`config.mk`:
```
export PLATFORM = sky130hd
export DESIGN_NAME = register_file
export DESIGN_NICKNAME = d
export VERILOG_FILES = /design/src/rtl/cpu_pkg.sv /design/src/rtl/register_file.sv
export SDC_FILE = /design/constraint.sdc
export NUM_CORES = 1
export LEC_CHECK = 0
export CORE_MARGIN = 2
export CORE_UTILIZATION = 55
export DETAILED_ROUTE_END_ITERATION = 12
export PLACE_DENSITY = 0.76
export SETUP_SLACK_MARGIN = 0.5
export SYNTH_ARGS = -nofsm -noshare
export SYNTH_HDL_FRONTEND = slang
export SYNTH_SLANG_ARGS = --single-unit
export TNS_END_PERCENT = 1
```
`constraint.sdc`:
```
create_clock -name Clock -period 2.1 [get_ports Clock]
set_input_delay 0.42 -clock Clock [delete_from_list [all_inputs] [get_ports Clock]]
set_output_delay 0.42 -clock Clock [all_outputs]
set_load 0.02 [all_outputs]
```
`src/rtl/cpu_pkg.sv`:
```
// Shared widths and types for the 24-bit CPU datapath.
package cpu_pkg;

    localparam int DATA_W   = 24;
    localparam int ADDR_W   = 4;
    localparam int NUM_REGS = 2 ** ADDR_W;

    typedef logic [ADDR_W-1:0] reg_addr_t;
    typedef logic [DATA_W-1:0] word_t;

    localparam reg_addr_t ZERO_REG = '0;

endpackage : cpu_pkg

```
`src/rtl/register_file.sv`:
```
// 16 x 24-bit register file: two combinational read ports, one synchronous write port, R0 reads zero.
module register_file
    import cpu_pkg::*;
(
    input  logic              Clock,
    input  logic              ResetN,
    input  logic [ADDR_W-1:0] RS,
    input  logic [ADDR_W-1:0] RT,
    input  logic [ADDR_W-1:0] RD,
    input  logic [DATA_W-1:0] WriteData,
    input  logic              RegWrite,
    output logic [DATA_W-1:0] ReadRS,
    output logic [DATA_W-1:0] ReadRT
);

    word_t regs_q [NUM_REGS];
    word_t regs_d [NUM_REGS];

    // NOTE: always_comb uses blocking '=' with the hold value assigned first, so no latch is inferred.
    always_comb begin
        regs_d = regs_q;
        if (RegWrite && (RD != ZERO_REG)) begin
            regs_d[RD] = WriteData;
        end
        regs_d[ZERO_REG] = '0;
    end

    // NOTE: the array is plain flops, not RAM, so every entry takes the async reset.
    always_ff @(posedge Clock or negedge ResetN) begin
        if (!ResetN) begin
            for (int i = 0; i < NUM_REGS; i++) begin
                regs_q[i] <= '0;
            end
        end else begin
            regs_q <= regs_d;
        end
    end

    // Entry 0 is never written, so the read muxes need no special case for it.
    assign ReadRS = regs_q[RS];
    assign ReadRT = regs_q[RT];

endmodule : register_file

```
==> run_results.csv <==
group,metric,value,unit
die,die_h,191.8,µm
min_path,hold_class,"in2async",
synthesis,synth_seq_cells,360,
power,irDropWorstVdd,0.0007630,V
sta,finalHoldViolations,0,
sta,grt_setup_unrepaired,"true",
placed_design,dp.cells,2050,
detailed_routing,route.vias.total,13530,
critical_path,crit_fanout,2,
sta,tightest_slew,0.5592,ns
sta,max_slew_margin,62.60,%
cells_and_area,area_delta_synth_final,27.80,%
synthesis,syn-instance-count,1291,
placed_design,port_buffers,86,
synthesis,yosysWarnings,0,
synthesis,yosysSeqAreaShare,46.47,%
global_routing,grt_overflow,0,
sta,finalSetupViolCount,48,
global_routing,grt_first_pass_wirelength,85100,µm
global_routing,grt_max_degree,74,
clocking,clk_pin_slew_worst_paths,0.06,ns
critical_path,crit_arrival,2.25,ns
critical_path,end_kind,"primary output",
global_routing,antenna_found_initial,1,
detailed_routing,vias_per_cell,6.369,
synthesis,ys_types,27,
sta,min_period,2.672,ns
sta,fin_tns_setup,-17.63,ns
critical_path,critical-path-top-delay-family,"multiplexers",
cells_and_area,largest_register_ffs,360,
die,die_x,191.8,µm
synthesis,synthTopCellsByArea,"dfrtp_1 (46%), mux2_2 (25%), mux4_2 (15%)",
sta,fin_hold_ws,0.4000,ns
clocking,cts_tree,"yes",
cells_and_area,fin_cells,2124,
synthesis,syn_area_per_cell,15.02,µm²
flow_run,drv_cap,0,
cells_and_area,largest_registers,"regs_q (360)",
synthesis,syn_area,0.01939,mm²
cells_and_area,drive_gt1_share,66.37,%
die,coreArea,0.03463,mm²
cells_and_area,postLayoutCoreUtil,71.55,%
die,top_level_ports,87,
critical_path,crit_slowest_cell,"mux4_2",
detailed_routing,drcViolationCount,0,
critical_path,r2r_slack,1.19,ns
cells_and_area,fin_nets,1682,
detailed_routing,drtIter0Drc,1031,
die,dieArea,0.03677,mm²
critical_path,cp_num_buf_inv,2,
clocking,ctsHtreeMaxLevel,2,
critical_path,setup.worst_path.start_class,"flip-flop",
detailed_routing,wire_per_inst,25.96,µm
global_routing,grt_use_total,30.97,%
clocking,cts_root_buffer,"clkbuf_16",
synthesis,yosys.area.top_type_share,46.47,%
critical_path,cp_cell_sequence,"buf_6, mux4_2, mux4_2, buf_6",
global_routing,first_global_vias,14580,
placed_design,gp_congestion,0.8383,
cells_and_area,largest-register,"regs_q",
critical_path,required,1.68,ns
detailed_routing,firstDrtPassIters,5,
die,initial_core_util,55.99,%
power,cellPowerDensity,952.7,mW/mm²
placed_design,dp_slack,-0.8258,ns
sta,period_share,127.3,%
clocking,insertion_delay,0.55,ns
detailed_routing,antenna_left,0,
clocking,cts_sinks,360,
detailed_routing,wl,55130,µm
clocking,clk_path_buf_depth,3,
status,violations,"negative setup slack",
synthesis,synth_top_cell_by_area,"dfrtp_1",
critical_path,path_class,"reg2out",
critical_path,max_stage_delay,0.56,ns
sta,final.setup.worst_slack,-0.5725,ns
sta,clock-skew-final,0,ns
clocking,numCtsBuffers,41,
cells_and_area,n_fill_cell,2233,
status,status,"finished with violations",
power,power_leakage,10.80,nW
synthesis,synth.net_count,1330,
sta,maxSlewViolCount,0,
sta,clock.fmax,374.2,MHz
die,rows,68,
placed_design,dp_hpwl,36160,µm
[synth_stat cells]
master      n
mux2_2    430
inv_1       2
nand2b_1    4
a21oi_1    23
nor2b_1     4
a221oi_1   25
buf_2      60
dfrtp_1   360
nor2_1     30
nand2_1    17
clkbuf_1   51
buf_6       8
mux4_1     15
nand3b_1    3
mux2i_1    28
a221o_1    13
buf_4      10
nor3b_1     1
buf_1       2
nand3_1    14
o211ai_1   13
o22a_1     10
or3_1       3
o21ai_0     3
o221ai_1   11
mux4_2    128
a22o_1     23
[worst paths after layout]
check / startpoint / end / cells after the start
setup reg to reg: regs_q[209] / regs_q[209] / 2
hold reg to reg: regs_q[3] / regs_q[3] / 1
min in group Clock: regs_q[3] / regs_q[3] / 1
setup / recovery: regs_q[112] / ReadRS[16] / 4
hold / removal: ResetN / regs_q[78] / 2
max in group asynchronous: ResetN / regs_q[179] / 3
[what timing repair did]
action                     4_1_cts  5_1_grt
gates cloned                     0        0
setup endpoints to repair      191      187
hold buffers                     1        0
setup buffers                    0        4
pin swaps                        1        3
hold endpoints to repair        41        0
resized for setup              219       36
[layout by cell type (no fill, tap or decap), types with 15 or more instances in the layout]
master	synthesis	layout
mux2_2	430	430
dfrtp_1	360	360
buf_4	10	309
mux4_2	128	143
buf_12	0	46
clkbuf_16	0	41
buf_2	60	34
mux2i_1	28	28
clkdlybuf4s50_1	0	24
a22o_1	23	23
a221oi_2	0	20
nand2_1	17	17
a21oi_2	0	15
buf_6	8	15
[metal layers]
layer	track usage (%)	wire length [µm]	vias up	share of wire, %
met5	0	11	-	0.020
met4	13.40	2077	2	3.8
met3	4.915	3303	148	6.0
met2	50.54	27080	471	49
met1	41.41	22650	7145	41
li1	-	-	5762	-
[layout make-up]
| cell class | instances | area (µm²) | area share, % |
|---|---|---|---|
| Antenna cell | 1 | 2.502 | 0.01010 |
| Clock buffer | 59 | 1184 | 4.777 |
| Clock inverter | 9 | 45.04 | 0.1818 |
| Inverter | 2 | 7.507 | 0.03030 |
| Multi-Input combinational cell | 798 | 10000 | 40.36 |
| Sequential cell | 360 | 9009 | 36.36 |
| Tap cell | 455 | 569.3 | 2.298 |
| Timing Repair Buffer | 440 | 3959 | 15.98 |
[metrics by stage]
| stage | power (mW) | area [µm²] |
|---|---|---|
| floorplan | 13.64 | 19600 |
| global placement | 16.58 | 23460 |
| detailed placement | 16.92 | 23460 |
| CTS | 23.58 | 24600 |
| global route | 24.60 | 24770 |
| finish | 23.61 | 24780 |
[where the power goes]
| part | total, mW | switching [mW] | internal (mW) | leakage, nW |
|---|---|---|---|---|
| Clock | 6.72 | 2.84 | 3.88 | 0.616 |
| Sequential | 9.64 | 1.08 | 8.56 | 4.41 |
| Combinational | 7.25 | 2.74 | 4.50 | 5.77 |
| Total | 23.6 | 6.66 | 16.9 | 10.8 |
[kinds of logic after synthesis]
family	synth area share [%]
simple gates	1.781
compound gates	4.963
buf+inv	3.466
flops	46.47
mux	43.32
Power figures use the tool's default switching activity.
